### config.mk
export PLATFORM = sky130hd
export DESIGN_NAME = mem_port_arbiter
export DESIGN_NICKNAME = d
export VERILOG_FILES = /design/src/rtl/mem_port_arbiter.sv
export SDC_FILE = /design/constraint.sdc
export NUM_CORES = 1
export LEC_CHECK = 0
export BUFFER_PORTS_ARGS = -buffer_cell sky130_fd_sc_hd__buf_2
export CAP_MARGIN = 40
export CORE_AREA = 2 2 105 107
export DETAILED_ROUTE_END_ITERATION = 8
export DIE_AREA = 0 0 107 109
export PLACE_DENSITY_LB_ADDON = 0.12
export SYNTH_ARGS = -nofsm -noshare
export SYNTH_HDL_FRONTEND = slang
export SYNTH_SLANG_ARGS = --single-unit
### constraint.sdc
create_clock -name clk -period 6.6 [get_ports clk]
set_clock_uncertainty 0.1 [all_clocks]
set_input_delay 1.98 -clock clk [delete_from_list [all_inputs] [get_ports clk]]
set_output_delay 1.98 -clock clk [all_outputs]
set_load 0.05 [all_outputs]
### src/rtl/mem_port_arbiter.sv
// Arbiter sharing one synchronous data-memory port between the CPU load/store path
// and the VGA pixel fetcher. VGA has priority; a saturating wait counter bounds CPU starvation.
module mem_port_arbiter #(
   parameter int unsigned MAX_CPU_WAIT = 4
) (
   input  logic        clk,
   input  logic        rst_n,
   input  logic        cpu_req,
   input  logic        cpu_we,
   input  logic [31:0] cpu_addr,
   input  logic [31:0] cpu_wdata,
   input  logic [1:0]  cpu_window_size,
   input  logic        cpu_zero_extension,
   output logic        cpu_ack,
   output logic        cpu_rvalid,
   output logic [31:0] cpu_rdata,
   input  logic        vga_req,
   input  logic [31:0] vga_addr,
   output logic        vga_ack,
   output logic        vga_rvalid,
   output logic [31:0] vga_rdata,
   output logic        mem_en,
   output logic        mem_we,
   output logic [31:0] mem_addr,
   output logic [31:0] mem_wdata,
   output logic [1:0]  mem_window_size,
   output logic        mem_zero_extension,
   input  logic [31:0] mem_rdata,
   output logic        cpu_starved
);

   typedef enum logic [1:0] {TAG_NONE = 2'd0, TAG_CPU = 2'd1, TAG_VGA = 2'd2} tag_t;

   localparam logic [7:0] LP_THR = 8'(MAX_CPU_WAIT);

   logic [7:0] r_wait_cnt;
   tag_t       r_tag;
   tag_t       w_tag_nxt;
   logic       w_thr_hit;
   logic       w_override;
   logic       w_cpu_gnt;
   logic       w_vga_gnt;

   // wait_cnt >= LP_THR, written so a zero threshold is not a constant-true compare
   assign w_thr_hit  = ({1'b0, r_wait_cnt} + 9'd1) > {1'b0, LP_THR};
   assign w_override = cpu_req & w_thr_hit;

   always_comb begin
      w_cpu_gnt = 1'b0;
      w_vga_gnt = 1'b0;
      if (w_override)   w_cpu_gnt = 1'b1;
      else if (vga_req) w_vga_gnt = 1'b1;
      else if (cpu_req) w_cpu_gnt = 1'b1;
   end

   assign cpu_ack     = w_cpu_gnt;
   assign vga_ack     = w_vga_gnt;
   assign cpu_starved = w_override & vga_req;

   always_comb begin
      mem_en             = 1'b0;
      mem_we             = 1'b0;
      mem_addr           = 32'd0;
      mem_wdata          = 32'd0;
      mem_window_size    = 2'b00;
      mem_zero_extension = 1'b0;
      if (w_cpu_gnt) begin
         mem_en             = 1'b1;
         mem_we             = cpu_we;
         mem_addr           = cpu_addr;
         mem_wdata          = cpu_wdata;
         mem_window_size    = cpu_window_size;
         mem_zero_extension = cpu_zero_extension;
      end else if (w_vga_gnt) begin
         mem_en          = 1'b1;
         mem_addr        = vga_addr;
         mem_window_size = 2'b10;
      end
   end

   always_comb begin
      w_tag_nxt = TAG_NONE;
      if (w_cpu_gnt && !cpu_we) w_tag_nxt = TAG_CPU;
      else if (w_vga_gnt)       w_tag_nxt = TAG_VGA;
   end

   always_ff @(posedge clk or negedge rst_n) begin
      if (!rst_n) begin
         r_wait_cnt <= 8'd0;
         r_tag      <= TAG_NONE;
      end else begin
         r_tag <= w_tag_nxt;
         if (cpu_req && !w_cpu_gnt) begin
            if (r_wait_cnt != 8'hFF) r_wait_cnt <= r_wait_cnt + 8'd1;
         end else begin
            r_wait_cnt <= 8'd0;
         end
      end
   end

   // Read data is steered by the tag captured when the read was granted
   assign cpu_rvalid = (r_tag == TAG_CPU);
   assign vga_rvalid = (r_tag == TAG_VGA);
   assign cpu_rdata  = cpu_rvalid ? mem_rdata : 32'd0;
   assign vga_rdata  = vga_rvalid ? mem_rdata : 32'd0;

endmodule

== After elaboration in Yosys (flattened, before gate mapping) ==
Index checks and enable logic that the tools add are counted.

* Input port bits: 136
* Output and inout port bits: 138
* Register bits after elaboration: 10
* Logic and storage cells: 34

* Eq/ne operators: 4
* Magnitude comparators: 1
* Bitwise operators: 2
* Muxes and demuxes: 19
* Reduce and logical (&&, ||, !) cells: 4
* Add/sub/neg operators: 2

{| class="wikitable"
|+ Operator list
! kind !! count
|-
| two-way mux 32 bit || 5
|-
| two-way mux 8 bit || 2
|-
| adder 8 x 1 -> 9 bit, second input constant || 1
|-
| greater-than comparator 9 x 3 -> 1 bit, second input constant || 1
|-
| two-way mux 1 bit || 9
|-
| adder 8 x 1 -> 8 bit, second input constant || 1
|-
| != test 8 bit, second input constant || 1
|-
| two-way mux 2 bit || 3
|-
| AND 1 bit || 2
|-
| == test 2 x 1 -> 1 bit, second input constant || 1
|-
| == test 2 bit, second input constant || 1
|-
| logical AND 1 bit || 2
|-
| zero test 1 bit || 2
|-
| != test 2 x 1 -> 1 bit, second input constant || 1
|}

== Depth between registers and ports, before layout ==
Gate-level depths: netlist of the first run.

* Depth in word-level cells: 7
* Gate-level depth with buffers: 8
* Mapped depth without buffers: 6

== Worst setup path before layout of the first run ==
Ideal clock, no wire load.

* Path type: input to output
* Start: in vga_req
* End: out mem_window_size[1]
* Data arrival time: 3410 ps
* Stages on the path: 3
* Data required time: 4520 ps
* Path buffers: 1
* Setup slack: 1110 ps
* Cells stage by stage: clkbuf_1 > nand3_1 > o21ai_0

* Word-level cells in the longest chain between the ends: 4
* Elaborated cells between the ends (all ways): 6
* Those cells by class: mux (6)

{| class="wikitable"
|+ RTL lines
! item !! RTL line !! RTL
|-
| from (decl) || 17 || <nowiki>input logic vga_req,</nowiki>
|-
| two-way mux 1 bit || 52 || <nowiki>else if (vga_req) w_vga_gnt = 1'b1;</nowiki>
|-
| two-way mux 1 bit || 51 || <nowiki>if (w_override) w_cpu_gnt = 1'b1;</nowiki>
|-
| two-way mux 2 bit || 74 || <nowiki>end else if (w_vga_gnt) begin</nowiki>
|-
| two-way mux 2 bit * || 67 || <nowiki>if (w_cpu_gnt) begin</nowiki>
|-
| to (decl) || 26 || <nowiki>output logic [1:0] mem_window_size,</nowiki>
|}

Every way passes the cells marked *; elsewhere a longest branch is shown, timed or not.

== Worst setup path in the final report of the first run ==
* Start: in cpu_req
* End: out mem_addr[31]

* Word-level cells in the longest chain between the ends: 4
* Elaborated cells between the ends (all ways): 7
* Those cells by class: mux (6); bitwise (1)

{| class="wikitable"
|+ RTL lines
! item !! RTL line !! RTL
|-
| from (decl) || 8 || <nowiki>input logic cpu_req,</nowiki>
|-
| AND 1 bit / two-way mux 1 bit (equally long branches) || 46, 53 ||
|-
| two-way mux 1 bit, on equally long branches || 51, 52 ||
|-
| two-way mux 32 bit / two-way mux 1 bit (equally long branches) || 74, 51 ||
|-
| two-way mux 32 bit * || 67 ||
|-
| to (decl) || 24 || <nowiki>output logic [31:0] mem_addr,</nowiki>
|}

Marked as above.

==> out/results.txt, run 1 <==
status - complete, no violations
XOR/XNOR Fraction of Synth Area - 0.0109
Die Ht - 109 um
Nets - 607
global route overflow - 0
highest clock rate - 0.183 GHz
global-route usage over all layers - 0.116
Worst-Margin Slew - 563 ps
Final Hold Slack - 434 ps
Leak - 1.85 nW
CTS resizes - 0
Clock Pin Slew Worst Setup and Hold Paths - 40 ps
DIE WIDTH - 107 um
Post-synth ARST share - 1.00
CP Data Required Time - 4520 ps
Cell Pwr Density - 142 nW/um^2
DR WL/cell - 13.1 um
critical path type - in2out
crit path max fanout - 67
post-CTS setup buffers - 0
Core Area - 10,600 um^2
post-synth top area cell - and2_1
row cnt - 38
IO Pins - 274
via count - 2,521
crit-path most repeated cell - buf_2
slowest cell delay on critical path - 490 ps
main combinational cell family by area after synthesis - simple AND/OR/NAND/NOR gates
# H-tree levels - 1
mux cell area share after synthesis - 0.00699
first-pass GRT wire length - 10.7 mm
Power Internal - 0.203 mW
Seq pwr share - 0.147
area of the mapped netlist - 1610 um^2
switching share of power - 0.544
Mean Syn Cell Area - 7.94 um^2
sequential share of the synthesized area - 0.155
TNS Setup - 0 ps
crit path cell chain - buf_2, inv_1, a41oi_4, buf_4, a32o_1, buf_2
Synth warnings - 0
antenna cells - 0
largest net degree at the start of global routing - 68
IO buf count - 273
HPWL after detailed placement - 6.72 mm
DR DRC count - 0
Critical Path AT - 3370 ps
vias per cell - 4.15
CTS Hold Bufs - 0
Synth top cells by count - and2_1, a32o_1, clkbuf_1
Relative slew margins - 0.625
# clock sinks - 10
post-synth top area share - 0.392
flops & latches, synth - 10
WL final - 7.97 mm
post-synthesis adder-cell area fraction - 0.0217
period utilization - 0.826
Netlist cell types - 31
CTS root buffer - clkbuf_8
Slowest cell on crit path - buf_4
Final ANT Viol Nets - 0
starting DRC count in detailed routing - 102
Final min period - 5450 ps
max_cap viols - 0
Hold/Removal Path Class - reg2reg
cells taking the most area after synthesis - and2_1, a32o_1, dfrtp_1
initial core utilization - 0.152
Final setup viols - 0
Psw - 0.242 mW
Startpoint Class - input port
Detailed Routing Iterations Pass 1 - 4
buffers plus inverters on the worst setup path - 4
EDFF count, synth - 0
Final Wtd Congestion - 0.704
Syn Inst Count - 203
fraction of layout cells with a size suffix above 1 - 0.613
top-count cell post-synth - and2_1
Area Overhead vs Synth - 93.7%
Fin. Hold Viols - 0
delay-heaviest family, CP - buffers and inverters
Clk network pwr share - 0.166
Simple-Gate Fraction of Synth Area - 0.470
CTS max path bufs - 2
CTS tree - done
Synth Area in Compound Gates - 0.239
combinational share of power - 0.687
die area - 11,700 um^2
crit end category - output port
vias in the first global route - 2,145
antenna violations before repair - 0
Worst-Skew Late Latency - 230 ps
Max Transition Viols Final - 0
Synth Flop Type - dfrtp_1
RSZ-0062 raised after global routing - false
worst ir drop on vdd - 0.0551 mV
Num CTS Buffers - 3
==> state kept, by name, indices dropped and copies added (netlist names) <==
name,cells
r_tag,2
r_wait_cnt,8
==> cells in the final DEF, fill, tap and decap left out, drive strengths merged, types with 3 or more instances in the layout <==
cell and count:
nor4 3, dfrtp 10, buf 278, nand2 4, and2 101, nor2 3, a32o 32, nor2b 3
inv 3, clkbuf 4, conb 5, nor3 3
==> through the flow <==
| step | worst slack (ps) | instance area, um^2 | std cells | util | power [mW] |
|---|---|---|---|---|---|
| 4_1_cts | 1100 | 3120 | 608 | 0.294 | 0.451 |
| 3_3_place_gp | 1120 | 3070 | 604 | 0.289 | 0.374 |
| 6_report | 1150 | 3120 | 608 | 0.294 | 0.445 |
| 2_1_floorplan | 1110 | 1630 | 207 | - | 0.286 |
| 5_1_grt | 1010 | 3120 | 608 | 0.294 | 0.467 |
| 3_5_place_dp | 1110 | 3070 | 604 | 0.289 | 0.374 |
==> cell type report <==
type | instances | area [um^2]
Fill cell | 1218 | 7480
Timing Repair Buffer | 278 | 1400
Tap cell | 140 | 175
Sequential cell | 10 | 250
Clock buffer | 4 | 55.1
Multi-Input combinational cell | 173 | 1230
Inverter | 3 | 11.3
==> per-layer routing <==
| layer | global-route usage | up-vias | part of all wire |
|---|---|---|---|
| li1 | - | 1238 | - |
| met1 | 0.117 | 1121 | 0.34 |
| met2 | 0.246 | 160 | 0.56 |
| met3 | 0.0215 | 2 | 0.10 |
| met4 | 0.0223 | 0 | 0.0034 |
| met5 | 0 | - | 0 |
==> cell families after synthesis <==
family,after synthesis
buffers and inverters,24
multiplexers,1
XOR/XNOR,2
AO/OA/AOI/OAI,38
flip-flops,10
AND/OR/NAND/NOR,124
adder cells (fa/ha/maj),3
other,1
==> power by group through the flow <==
stage	Clock (mW)	Combinational [mW]	Sequential [mW]
2_1_floorplan	0	0.220	0.0660
3_3_place_gp	0	0.307	0.0664
3_5_place_dp	0	0.308	0.0664
4_1_cts	0.0766	0.308	0.0655
5_1_grt	0.0798	0.322	0.0659
6_report	0.0738	0.305	0.0655
==> worst paths after layout <==
| path | cells after the start | end | startpoint | slack, ps |
|---|---|---|---|---|
| worst min-delay path | 1 | r_wait_cnt[0] | r_wait_cnt[0] | 430 |
| worst min register to register | 1 | r_wait_cnt[0] | r_wait_cnt[0] | 430 |
| worst max register to register | 6 | r_tag[1] | r_wait_cnt[0] | 4390 |
| max in group asynchronous | 1 | r_wait_cnt[1] | rst_n | 4700 |
| worst max-delay path | 6 | mem_addr[31] | cpu_req | 1150 |
| min in group asynchronous | 1 | r_wait_cnt[3] | rst_n | 1510 |
No activity file was read; power rests on OpenSTA's default activity.
==> run 2: changes to the inputs <==
==> constraint.sdc (replaced) <==
create_clock -name clk -period 4.8 [get_ports clk]
set_clock_uncertainty 0.1 [all_clocks]
set_input_delay 1.44 -clock clk [delete_from_list [all_inputs] [get_ports clk]]
set_output_delay 1.44 -clock clk [all_outputs]
set_load 0.05 [all_outputs]
==> out/results.txt, run 2 (synthesis results as in run 1) <==
status - complete, no violations
vias per cell - 4.13
Max Transition Viols Final - 0
most common cell after layout, fill and taps aside - buf_2
vias in the first global route - 2,173
Final setup viols - 0
Area Overhead vs Synth - 95.4%
commonest non-fill, non-tap cells in the layout - buf_2, and2_1, a32o_1
Final Wtd Congestion - 0.705
Final min period - 4170 ps
DR WL/cell - 13.0 um
WL final - 7.89 mm
CTS Hold Bufs - 0
row cnt - 38
Fin. Hold Viols - 0
antenna cells - 0
global route overflow - 0
worst ir drop on vdd - 0.0772 mV
Cell Pwr Density - 195 nW/um^2
DIE WIDTH - 107 um
# H-tree levels - 1
CTS resizes - 0
via count - 2,510
global-route usage over all layers - 0.116
Startpoint Class - input port
DR DRC count - 0
Hold/Removal Path Class - reg2reg
# clock sinks - 10
CTS max path bufs - 2
CTS tree - done
CP Data Required Time - 3260 ps
highest clock rate - 0.240 GHz
Worst Reg-to-Reg Cells - 6
largest net degree at the start of global routing - 68
IO buf count - 273
Leak - 1.86 nW
post-CTS setup buffers - 0
crit path max fanout - 34
Detailed Routing Iterations Pass 1 - 4
max_cap viols - 0
TNS Setup - 0 ps
Num CTS Buffers - 3
Largest Register - r_wait_cnt
Hold Crit Depth - 1
Critical Path AT - 2630 ps
Worst-Skew Late Latency - 230 ps
die area - 11,700 um^2
RSZ-0062 raised after global routing - false
Regs by FF count - r_wait_cnt (8), r_tag (2)
initial core utilization - 0.152
Die Ht - 109 um
first-pass GRT wire length - 10.8 mm
Final ANT Viol Nets - 0
FILL cells - 1,158
IO Pins - 274
Core Area - 10,600 um^2
Clock Pin Slew Worst Setup and Hold Paths - 50 ps
fraction of layout cells with a size suffix above 1 - 0.613
utilization after layout - 0.297
starting DRC count in detailed routing - 98
period utilization - 0.869
number of flip-flops under the largest register name - 8
crit end category - output port
CTS root buffer - clkbuf_8
antenna violations before repair - 0
Nets - 607
critical path type - in2out
HPWL after detailed placement - 6.75 mm
[run 2: cell counts in the layout (fill, tap and decap cells not counted)]
Identical to the previous run, type by type.
[run 2: power breakdown]
part	switching [mW]	leakage (nW)	total, mW	internal [mW]
sequential	0.00239	0.126	0.0901	0.0877
combinational	0.300	1.70	0.422	0.122
clock	0.0301	0.0288	0.102	0.0718
total	0.333	1.86	0.614	0.281
[run 2: per-layer routing]
layer  vias to the layer above  part of all wire  global-route usage
met3                         2              0.10              0.0221
met1                      1107              0.34               0.118
li1                       1237                 -                   -
met5                         -                 0                   0
met4                         0            0.0034              0.0195
met2                       164              0.56               0.245
[run 2: worst max-delay path, cell delays in order]
cell	delay (ps)
buf_2	110
inv_1	120
a31o_1	120
buf_4	320
a32o_1	240
buf_2	290
[run 2: worst paths after layout]
kind / endpoint / slack, ps / from
min: r_wait_cnt[0] / 430 / r_wait_cnt[0]
max: mem_addr[31] / 630 / cpu_req
max reg2reg: r_tag[1] / 2610 / r_wait_cnt[0]
max in group asynchronous: r_wait_cnt[6] / 3450 / rst_n
min in group asynchronous: r_wait_cnt[3] / 960 / rst_n
min reg2reg: r_wait_cnt[0] / 430 / r_wait_cnt[0]
[run 2: through the flow]
| step | cell area [um^2] | total power, mW | hold slack [ps] | instances | setup slack [ps] |
|---|---|---|---|---|---|
| floorplan | 1630 | 0.394 | 383 | 207 | 390 |
| global route | 3150 | 0.647 | 452 | 608 | 477 |
| detailed placement | 3090 | 0.517 | 428 | 604 | 586 |
| finish | 3150 | 0.614 | 430 | 608 | 627 |
| CTS | 3150 | 0.623 | 435 | 608 | 572 |
| global placement | 3090 | 0.517 | 432 | 604 | 573 |
[run 2: layout make-up]
class                   count  area [um^2]  share of cell area
clock buffers               4         55.1              0.0175
inverters                   3         11.3             0.00358
multi-input cells         173         1230               0.389
flip-flops and latches     10          250              0.0795
well taps                 140          175              0.0556
repair buffers            278         1430               0.455
